[src/rtl/xilinx_bram_rr_arbiter.sv]
// Round-robin arbiter sharing one port of a single-clock true-dual-port BRAM between NUM_REQ requesters.
// An optional post-reset sequencer zero-fills the whole memory before any requester is served.
//
// state    | meaning
// ---------+---------------------------------------------------------
// ST_CLEAR | writing zero to every address, requesters are held off
// ST_RUN   | round-robin arbitration of requester commands
module xilinx_bram_rr_arbiter #(
    parameter int NUM_REQ        = 4,
    parameter int ADDR_WIDTH     = 10,
    parameter int DATA_WIDTH     = 36,
    parameter int WE_WIDTH       = (DATA_WIDTH + 7) / 8,
    parameter int READ_LATENCY   = 1,
    parameter int CLEAR_ON_RESET = 1
) (
    input  logic                             clk,
    input  logic                             rst_n,
    input  logic [NUM_REQ-1:0]               req_valid,
    output logic [NUM_REQ-1:0]               req_ready,
    input  logic [NUM_REQ*WE_WIDTH-1:0]      req_we,
    input  logic [NUM_REQ*ADDR_WIDTH-1:0]    req_addr,
    input  logic [NUM_REQ*DATA_WIDTH-1:0]    req_wdata,
    output logic [NUM_REQ-1:0]               rsp_valid,
    output logic [DATA_WIDTH-1:0]            rsp_rdata,
    output logic                             busy,
    output logic                             bram_en,
    output logic [WE_WIDTH-1:0]              bram_we,
    output logic [14:0]                      bram_addr,
    output logic [DATA_WIDTH-1:0]            bram_di,
    input  logic [DATA_WIDTH-1:0]            bram_do
);

    localparam int PTR_W = $clog2(NUM_REQ);

    typedef enum logic {ST_CLEAR, ST_RUN} state_t;

    state_t                 state_q, state_d;
    logic [ADDR_WIDTH-1:0]  clr_cnt;
    logic [PTR_W-1:0]       ptr_q;
    logic [PTR_W-1:0]       grant_idx;
    logic [NUM_REQ-1:0]     grant;
    logic [NUM_REQ-1:0]     rd_tag;
    logic                   found;
    int                     idx;
    logic [NUM_REQ-1:0]     tag_pipe [READ_LATENCY];

    always_ff @(posedge clk or negedge rst_n) begin
        if (!rst_n) begin
            state_q <= (CLEAR_ON_RESET != 0) ? ST_CLEAR : ST_RUN;
            clr_cnt <= '0;
            ptr_q   <= '0;
        end else begin
            state_q <= state_d;
            if (state_q == ST_CLEAR) begin
                clr_cnt <= clr_cnt + 1'b1;
            end
            if (found) begin
                ptr_q <= (grant_idx == PTR_W'(NUM_REQ - 1)) ? '0 : grant_idx + 1'b1;
            end
        end
    end

    always_comb begin
        state_d   = state_q;
        grant     = '0;
        grant_idx = '0;
        found     = 1'b0;
        idx       = 0;
        bram_en   = 1'b0;
        bram_we   = '0;
        bram_addr = '0;
        bram_di   = '0;
        if (state_q == ST_CLEAR) begin
            bram_en   = 1'b1;
            bram_we   = '1;
            bram_addr = 15'(clr_cnt);
            if (clr_cnt == '1) begin
                state_d = ST_RUN;
            end
        end else begin
            // first valid requester at or after the pointer, wrapping around
            for (int k = 0; k < NUM_REQ; k++) begin
                idx = (int'(ptr_q) + k) % NUM_REQ;
                if (!found && req_valid[idx]) begin
                    found      = 1'b1;
                    grant[idx] = 1'b1;
                    grant_idx  = PTR_W'(idx);
                    bram_en    = 1'b1;
                    bram_we    = req_we[idx*WE_WIDTH +: WE_WIDTH];
                    bram_addr  = 15'(req_addr[idx*ADDR_WIDTH +: ADDR_WIDTH]);
                    bram_di    = req_wdata[idx*DATA_WIDTH +: DATA_WIDTH];
                end
            end
        end
        // outputs are quiet while reset is asserted, whatever the reset state
        if (!rst_n) begin
            found   = 1'b0;
            grant   = '0;
            bram_en = 1'b0;
            bram_we = '0;
        end
    end

    assign rd_tag = (bram_we == '0) ? grant : '0;

    always_ff @(posedge clk or negedge rst_n) begin
        if (!rst_n) begin
            for (int i = 0; i < READ_LATENCY; i++) begin
                tag_pipe[i] <= '0;
            end
        end else begin
            tag_pipe[0] <= rd_tag;
            for (int i = 1; i < READ_LATENCY; i++) begin
                tag_pipe[i] <= tag_pipe[i-1];
            end
        end
    end

    assign req_ready = grant;
    assign rsp_valid = tag_pipe[READ_LATENCY-1];
    assign rsp_rdata = bram_do;
    assign busy      = (state_q == ST_CLEAR);

endmodule

[config.mk]
export PLATFORM = sky130hd
export DESIGN_NAME = xilinx_bram_rr_arbiter
export DESIGN_NICKNAME = d
export VERILOG_FILES = /design/src/rtl/xilinx_bram_rr_arbiter.sv
export SDC_FILE = /design/constraint.sdc
export NUM_CORES = 1
export LEC_CHECK = 0
export CORE_MARGIN = 2
export CORE_UTILIZATION = 25
export DETAILED_ROUTE_END_ITERATION = 12
export PLACE_DENSITY = 0.5
export RECOVER_POWER = 100
export SLEW_MARGIN = 20
export SYNTH_ARGS = -nofsm -noshare
export SYNTH_HDL_FRONTEND = slang
export SYNTH_SLANG_ARGS = --single-unit
[constraint.sdc]
create_clock -name clk -period 5.65 [get_ports clk]
set_input_delay 1.4125 -clock clk [delete_from_list [all_inputs] [get_ports clk]]
set_output_delay 1.4125 -clock clk [all_outputs]
set_load 0.02 [all_outputs]
==> reports/qor.yml <==
status:
  run_status: "complete, but fails checks"
  violations: "max-capacitance violations, max-slew violations"
drt:
  final_routed_wirelength_across_all_metal_layers_mm: 31.6
  detail_route.drc_violations: 0
  drt-vias-per-instance: 5.70
  initial_drt_markers: 587
  routedWlPerCell_um: 21.5
  drt.antenna.violating_nets: 0
  vias: 8363
  drt_first_pass_iters: 5
logic_synthesis:
  synth_adder_area_share_pct: 1.07
  yosysWarningCount: 0
  synth_compound_area_share_pct: 20.6
  synthXorXnorAreaFrac_pct: 1.29
  synth_top_family_by_area: "multiplexers"
  yosysSeqAreaShare_pct: 5.22
  synth_async_sr_flop_share_pct: 100
  netlist_area_um2: 8150
  synth-edff-count: 0
  synth_simple_gate_area_share_pct: 9.23
  syn_inst: 826
  synth.mux.area_fraction_pct: 52.7
  ys.flop_type: "sky130_fd_sc_hd__dfrtp_1"
  synth_cell_types: 49
  ys_seq_elements: 17
  syn_area_per_cell_um2: 9.87
worst_setup_path:
  r2r_start: "ptr_q[1]$_DFFE_PN0P_"
  path_max_fanout: 17
  crit_slowest_cell: "sky130_fd_sc_hd__clkdlybuf4s50_1"
  worst-endpoint-required_ps: 4240
  critical_path.reg2reg.endpoint: "rsp_valid[1]$_DFF_PN0_"
  worst_r2r_path_depth: 10
  setup.worst_path.end_class: "output pin"
  worst_ep_arrival_time_ps: 4110
  critPathLaunchType: "input pin"
  crit_path_most_repeated_cell: "sky130_fd_sc_hd__buf_4"
  crit_chain: "clkdlybuf4s50_1, buf_4, mux4_2, nor4b_4, buf_4, bufbuf_16, o31a_1, a21oi_1, dlygate4sd2_1"
  critPathKind: "in2out"
  critical-path-max-stage-delay_ps: 500
  reg2reg_setup_slack_ps: 2210
placement:
  port_buffers: 270
  detailed_place.area_um2: 11200
  place.gp.congestion: 0.779
  post-dp-hpwl_mm: 22.4
layout:
  final_area_um2: 11200
  area_growth_syn_to_layout_pct: 37.0
  fillCellCount: 3279
  proportion_of_layout_cells_with_a_drive_suffix_above_1_pct: 25.3
  final_net_count: 1277
  most_frequent_cells_in_the_layout: "sky130_fd_sc_hd__clkdlybuf4s50_1 (210), sky130_fd_sc_hd__mux4_2 (169), sky130_fd_sc_hd__a21oi_1 (89)"
  final_common_cell: "sky130_fd_sc_hd__clkdlybuf4s50_1"
floorplan:
  die_w_um: 185
  number_of_top_level_design_ports: 348
  chipHeight_um: 185
  die_area_um2: 34100
  start_util_pct: 25.2
  std_cell_rows: 66
  floorplan.core_area_um2: 32300
power_and_ir_drop:
  power_frac_seq_pct: 16.2
  pwr-share-clk_pct: 19.3
  sw_share_pct: 32.3
  total_power_mw: 0.754
  internal_power_mw: 0.510
  worst_ir_drop_vdd_v: 0.0000809
  power.static_leakage_nw: 4.20
  power_per_cell_area_nw_per_um2: 67.5
  switchingPower_mw: 0.244
  comb_power_share_pct: 64.6
clock_network:
  cts.path.max_buffers: 2
  cts.reportedPaths.clkPinSlew_ps: 50
  tritoncts_num_sinks: 17
  cts_htree_levels: 1
  cts-buffers-inserted: 3
  clock-root-buffer: "sky130_fd_sc_hd__clkbuf_16"
  tritoncts: "built"
  clock_latency_ps: 250
worst_hold_path:
  worst_min_path_start: "clr_cnt[8]$_DFFE_PN0N_"
  worstHoldPathType: "reg2reg"
  hold_depth: 1
  timing.hold.worst_endpoint: "clr_cnt[8]$_DFFE_PN0N_"
sta:
  timing.clock.skew_ps: 4.87
  rsz0062_at_grt: "false"
  max_slew_margin_pct: -19.2
  finalHoldWorstSlack_ps: 500
  report.final.hold_viol_count: 0
  finalCritPeriodShare_pct: 97.7
  report.final.slew_viol_count: 30
  maximum_clock_rate_ghz: 0.181
  final.min_clock_period_ps: 5520
  tightest_slew_ps: 1790
  timing.final.setup_violations: 0
grt:
  grt.overflow.total: 0
  maximum_number_of_pins_on_one_net_before_global_route_repair: 135
  gr-usage-all-layers_pct: 17.9
  grt_first_pass_wirelength_mm: 48.1
  first_global_vias: 8171
  antenna_found_initial: 4
job:
  max_cap_violations: 1
[worst max-delay path by stage]
stage | from | to | cells after the start
floorplan | req_valid[2] | bram_addr[7] | 8
global placement | req_valid[0] | bram_addr[8] | 9
detailed placement | req_valid[0] | bram_addr[8] | 9
CTS | req_valid[0] | bram_addr[8] | 10
global route | req_valid[0] | bram_di[25] | 10
finish | req_valid[1] | bram_we[4] | 9
[cell type report]
cell class / instances / area [um^2] / share of cell area, %
inverter: 6 / 22.5 / 0.202
multi-input combinational: 664 / 6960 / 62.3
antenna: 2 / 5.00 / 0.0448
tap: 442 / 553 / 4.95
sequential: 17 / 433 / 3.88
clock buffer: 3 / 75.1 / 0.673
clock inverter: 1 / 7.51 / 0.0673
timing repair buffer: 332 / 3110 / 27.8
[power by group through the flow]
stage | combinational (mW) | sequential (mW) | clock (mW)
after CTS | 0.489 | 0.122 | 0.150
after global routing | 0.524 | 0.122 | 0.158
after floorplan | 0.256 | 0.124 | 0
final | 0.487 | 0.122 | 0.145
after global placement | 0.482 | 0.124 | 0
after detailed placement | 0.485 | 0.124 | 0
[per-layer routing]
layer  share of wire [%]  GRT usage, %
met5               0.070             0
met4                 1.1          2.14
met3                 6.1          2.69
met2                  49          30.4
met1                  44          24.6
[critical path: cells and delay by family]
| family | cells | cell delay, ps |
|---|---|---|
| AND/OR/NAND/NOR | 1 | 150 |
| AO/OA/AOI/OAI | 2 | 520 |
| multiplexers | 1 | 500 |
| buffers and inverters | 5 | 1530 |
[cell usage after synthesis (7+ instances only)]
library cell | instances | share of area [%]
sky130_fd_sc_hd__a31oi_1 | 12 | 0.92
sky130_fd_sc_hd__o21ai_0 | 48 | 2.9
sky130_fd_sc_hd__buf_4 | 45 | 4.1
sky130_fd_sc_hd__nor2_1 | 74 | 3.4
sky130_fd_sc_hd__dfrtp_1 | 17 | 5.2
sky130_fd_sc_hd__xnor2_1 | 9 | 0.97
sky130_fd_sc_hd__nand3b_1 | 7 | 0.64
sky130_fd_sc_hd__a22oi_1 | 24 | 2.2
sky130_fd_sc_hd__mux2_2 | 13 | 1.8
sky130_fd_sc_hd__a21oi_1 | 87 | 5.3
sky130_fd_sc_hd__ha_1 | 7 | 1.1
sky130_fd_sc_hd__o211a_1 | 17 | 2.1
sky130_fd_sc_hd__mux4_2 | 170 | 47
sky130_fd_sc_hd__nand3_1 | 7 | 0.43
sky130_fd_sc_hd__a221oi_1 | 21 | 2.3
sky130_fd_sc_hd__clkbuf_1 | 42 | 1.9
sky130_fd_sc_hd__buf_2 | 51 | 3.1
sky130_fd_sc_hd__o221ai_1 | 9 | 0.97
sky130_fd_sc_hd__nand2_1 | 50 | 2.3
sky130_fd_sc_hd__mux2i_1 | 32 | 3.9
sky130_fd_sc_hd__nor3_1 | 10 | 0.61
[sequential cells by signal, indices dropped and copies added (netlist names)]
signal,cells
clr_cnt,10
ptr_q,2
rsp_valid,4
state_q,1
[kinds of logic (layout without fill, tap and decap cells)]
group / count (synthesis) / after routing
buf+inv: 149 / 342
flops: 17 / 17
simple gates: 169 / 169
xor+xnor: 12 / 12
compound gates: 256 / 256
mux: 215 / 215
fa+ha+maj: 7 / 7
other cells: 1 / 7
[stage by stage]
| stage | setup slack [ps] | cells | utilization (%) | setup TNS [ps] |
|---|---|---|---|---|
| 3_5_place_dp | -92.3 | 1459 | 34.7 | -910 |
| 3_3_place_gp | -66.6 | 1459 | 34.7 | -741 |
| 6_report | 128 | 1467 | 34.6 | 0 |
| 5_1_grt | 14.6 | 1467 | 34.6 | 0 |
| 4_1_cts | -91.7 | 1465 | 34.9 | -211 |
| 2_1_floorplan | 777 | 830 | - | 0 |
[timing repair]
| item | in CTS | in global routing |
|---|---|---|
| buffers inserted | 1 | 0 |
| pin swaps | 1 | 0 |
| hold buffers | 0 | 0 |
| endpoints found under the setup margin | 33 | 16 |
| resized for setup | 36 | 17 |
| cloned | 1 | 0 |
No activity file was read; power rests on OpenSTA's default activity.
